File: src/rtl/conv_encoder_1_2.sv
// Rate-1/2 feedforward convolutional encoder, constraint length K, octal generators.
// One information bit per valid cycle; registered {c0,c1} symbol one clock later.
module conv_encoder_1_2 #(
   parameter int unsigned K      = 3,
   parameter logic [8:0]  G0_OCT = 9'o007,
   parameter logic [8:0]  G1_OCT = 9'o005
) (
   input  logic         clk,
   input  logic         rst,
   input  logic         seed_load,
   input  logic [K-2:0] seed_value,
   input  logic         in_valid,
   input  logic         in_bit,
   output logic         out_valid,
   output logic [1:0]   out_sym
);

   localparam int unsigned M = K - 1;
   localparam logic [K-1:0] G0 = G0_OCT[K-1:0];
   localparam logic [K-1:0] G1 = G1_OCT[K-1:0];

   logic [M-1:0] state_q, state_d;
   logic         valid_q, valid_d;
   logic [1:0]   sym_q,   sym_d;
   logic [K-1:0] r_w;
   logic         c0_w, c1_w;

   // Current input sits at the MSB; state[0] is the oldest bit.
   assign r_w  = {in_bit, state_q};
   assign c0_w = ^(r_w & G0);
   assign c1_w = ^(r_w & G1);

   always_comb begin
      state_d = state_q;
      valid_d = 1'b0;
      sym_d   = sym_q;
      if (seed_load) begin
         state_d = seed_value;
      end else if (in_valid) begin
         sym_d   = {c0_w, c1_w};
         valid_d = 1'b1;
         state_d = r_w[K-1:1];
      end
   end

   always_ff @(posedge clk) begin
      if (rst) begin
         state_q <= '0;
         valid_q <= 1'b0;
         sym_q   <= '0;
      end else begin
         state_q <= state_d;
         valid_q <= valid_d;
         sym_q   <= sym_d;
      end
   end

   assign out_valid = valid_q;
   assign out_sym   = sym_q;

endmodule

File: config.mk
export PLATFORM = sky130hd
export DESIGN_NAME = conv_encoder_1_2
export DESIGN_NICKNAME = d
export VERILOG_FILES = /design/src/rtl/conv_encoder_1_2.sv
export SDC_FILE = /design/constraint.sdc
export NUM_CORES = 1
export LEC_CHECK = 0
export CAP_MARGIN = 10
export CELL_PAD_IN_SITES_DETAIL_PLACEMENT = 1
export CELL_PAD_IN_SITES_GLOBAL_PLACEMENT = 1
export CORE_AREA = 4 4 41 43
export CTS_BUF_LIST = sky130_fd_sc_hd__clkbuf_2
export DETAILED_ROUTE_END_ITERATION = 12
export DIE_AREA = 0 0 45 47
export PLACE_DENSITY_LB_ADDON = 0.12
export SYNTH_ARGS = -nofsm -noshare
export SYNTH_HDL_FRONTEND = slang
export SYNTH_SLANG_ARGS = --single-unit
File: constraint.sdc
create_clock -name clk -period 1.16 [get_ports clk]
set_clock_uncertainty 0.1 [all_clocks]
set_input_delay 0.174 -clock clk [delete_from_list [all_inputs] [get_ports clk]]
set_output_delay 0.174 -clock clk [all_outputs]
set_load 0.05 [all_outputs]
==> results.sh <==
export IMPL_routed_wl_um=523
export IMPL_antenna_found_initial=0
export IMPL_yosysSeqAreaShare_pct=45.2
export IMPL_cp_max_fo=3
export IMPL_required_ns=1.21
export IMPL_path_buf_inv=1
export IMPL_total_power_mw=0.479
export IMPL_numCtsBuffers=3
export IMPL_postRouteAntennaNets=0
export IMPL_reg2reg_to="state_q[0]"
export IMPL_finalSetupViolations=0
export IMPL_worst_r2r_cell_count=3
export IMPL_clkTransAtPathRegs_ns=0.07
export IMPL_fin_crit_sh_pct=90.2
export IMPL_synth_compound_area_share_pct=7.34
export IMPL_powerDensity_nw_per_um2=1210
export IMPL_setup_ws_ns=0.114
export IMPL_rows=13
export IMPL_initial_core_util_pct=17.0
export IMPL_tritoncts="built"
export IMPL_io_pins=10
export IMPL_syn_inst=21
export IMPL_die_x_um=45
export IMPL_grt_overflow=0
export IMPL_fmax_mhz=956
export IMPL_tightestPinTransition_ns=0.263
export IMPL_placed_cells=47
export IMPL_drc=0
export IMPL_crit_type="input port to flip-flop"
export IMPL_syn_nets=28
export IMPL_clockBufferDepth=2
export IMPL_synth_top_family_by_area="simple AND/OR/NAND/NOR gates"
export IMPL_dieArea_um2=2120
export IMPL_worstHoldPathType="input port to flip-flop"
export IMPL_cp_depth=4
export IMPL_maxCapViolCount=0
export IMPL_drt_iter0_drc=1
export IMPL_grt_usage_pct=6.10
export IMPL_yosysUniqueCellTypes=12
export IMPL_cts_setup_buffers=0
export IMPL_grt_pass1_wl_um=848
export IMPL_core_area_um2=1300
export IMPL_critical_path_top_delay_family="buffers and inverters"
export IMPL_numPortBuffers=9
export IMPL_avgSynthCellArea_um2=10.5
export IMPL_rsz0062_at_grt="no"
export IMPL_arrival_ns=1.09
export IMPL_min_period_ns=1.05
export IMPL_holdWs_ns=0.266
export IMPL_yosysTopAreaCellShare_pct=45.2
export IMPL_clock_sinks=5
export IMPL_fin_nets=44
export IMPL_grt_max_degree=7
export IMPL_reg2reg_slack_ns=0.17
export IMPL_dp_slack_ns=-0.280
export IMPL_ir_drop_v=0.000319
export IMPL_total_leakage_power_nw=0.173
export IMPL_netlist_area_um2=221
export IMPL_synthMuxAreaShare_pct=19.2
export IMPL_syn_to_final_growth_pct=79.1
export IMPL_synthAdderAreaFrac_pct=0
export IMPL_hold_violations=0
export IMPL_die_h_um=47
export IMPL_crit_path_start_kind="input port"
export IMPL_status="finished clean"
export IMPL_worstHoldEndpoint="state_q[0]"
export IMPL_clk_latency_ns=0.22
export IMPL_drt_pass1_iter_count=2
export IMPL_slew_violations=0
export IMPL_final_cells=51
export IMPL_cts_root_buf="clkbuf_2"
export IMPL_htreeDepth=1
export IMPL_fillers=159
export IMPL_synth_area_leader_cell="dfxtp_1"
export IMPL_n_antenna_cell=0
export IMPL_synth_xor_area_share_pct=3.95
export IMPL_hold_depth=3
export IMPL_dp_hpwl_um=433
export IMPL_reg2reg_from="state_q[1]"
export IMPL_vias_per_cell=3.98
export IMPL_fin_setup_tns_ns=0
export IMPL_slowest_delay_ns=0.44
export IMPL_netlist_top_cells_area="dfxtp_1 45%, mux2_2 10%, mux2i_1 9.0%, nor2_1 6.8%, nor2b_4 6.2%"
export IMPL_wl_per_cell_um=10.3
export IMPL_synthSimpleGateAreaFrac_pct=24.3
export IMPL_crit_path_end_kind="flip-flop"
export IMPL_drive_above_1_share_pct=33.3
export IMPL_cp_cell_sequence="clkdlybuf4s50_1 > xnor2_1 > nand4b_1 > o221ai_1"
export IMPL_crit_slowest_cell="clkdlybuf4s50_1"
export IMPL_num_vias=203
export IMPL_synth_seq_cells=5
export IMPL_globalplace_congestion=0.670
export IMPL_grt_pass1_vias=211
export IMPL_yosysWarnings=0
export IMPL_min_from="seed_load"
export IMPL_max_slew_margin_rel_pct=82.3
-- layout by cell type (no fill, tap or decap), drive strengths merged --
master and n:
dfxtp 5, buf 5, nor2 4, clkbuf 4
clkdlybuf4s50 4, mux2 2, mux2i 2, nor2b 2
xnor2 1, nand2 1, nand2b 1, nand4b 1
o221ai 1, a211oi 1, dlygate4sd2 1, dlymetal6s2s 1
-- routing by layer --
layer | GRT usage [%] | wire length, um | vias to the layer above
met5 | 0 | 0 | -
met4 | 7.02 | 0 | 0
met2 | 9.89 | 277 | 6
met1 | 5.49 | 199 | 94
li1 | - | - | 103
met3 | 2.30 | 46 | 0
-- worst reg2reg max path, delay by kind of cell (launching register included) --
family,cells,cell delay [ns]
flip-flops,1,0.34
multiplexers,2,0.40
AND/OR/NAND/NOR,1,0.05
-- stage by stage --
| step | utilization (%) | cell area (um2) |
|---|---|---|
| after global placement | 28.8 | 375 |
| after CTS | 30.3 | 394 |
| after global routing | 30.5 | 397 |
| final | 30.5 | 397 |
| after detailed placement | 28.8 | 375 |
| after floorplan | - | 221 |
-- worst max-delay path by stage --
stage	startpoint	to
floorplan	out_sym[0]	out_sym[0]
global placement	in_valid	state_q[1]
detailed placement	in_valid	state_q[0]
CTS	seed_load	out_sym[0]
global route	out_sym[1]	out_sym[1]
finish	in_bit	out_sym[1]
-- registers in the layout, summed over array words and instances (netlist names) --
signal,count
out_sym,2
state_q,2
out_valid,1
-- kinds of logic (layout without fill, tap and decap cells) --
group           after synthesis  in the layout
simple gates                  9              9
buf+inv                       0             15
flops                         5              5
mux                           4              4
xor+xnor                      1              1
compound gates                2              2
-- report_power, final --
group          switching [mW]  internal, mW  total [mW]
Sequential             0.0102         0.183       0.193
Clock                  0.0824        0.0915       0.174
Combinational          0.0482        0.0640       0.112
Total                   0.141         0.339       0.479
-- cell usage after synthesis --
library cell,instances
dfxtp_1,5
nor2_1,4
mux2_2,2
mux2i_1,2
a211oi_1,1
nand2_1,1
nand2b_1,1
nand4b_1,1
nor2b_1,1
nor2b_4,1
o221ai_1,1
xnor2_1,1
-- cell type report --
type / count / area (um2) / area share (%)
tap: 15 / 18.8 / 4.73
timing repair buffer: 11 / 136 / 34.4
sequential: 5 / 100 / 25.2
clock buffer: 4 / 20.0 / 5.05
multi-input combinational: 16 / 121 / 30.6
-- what timing repair did --
item                       in CTS  in global routing
setup endpoints to repair       2                  1
gates resized for setup         1                  1
hold buffers                    0                  0
Power figures use the tool's default switching activity.
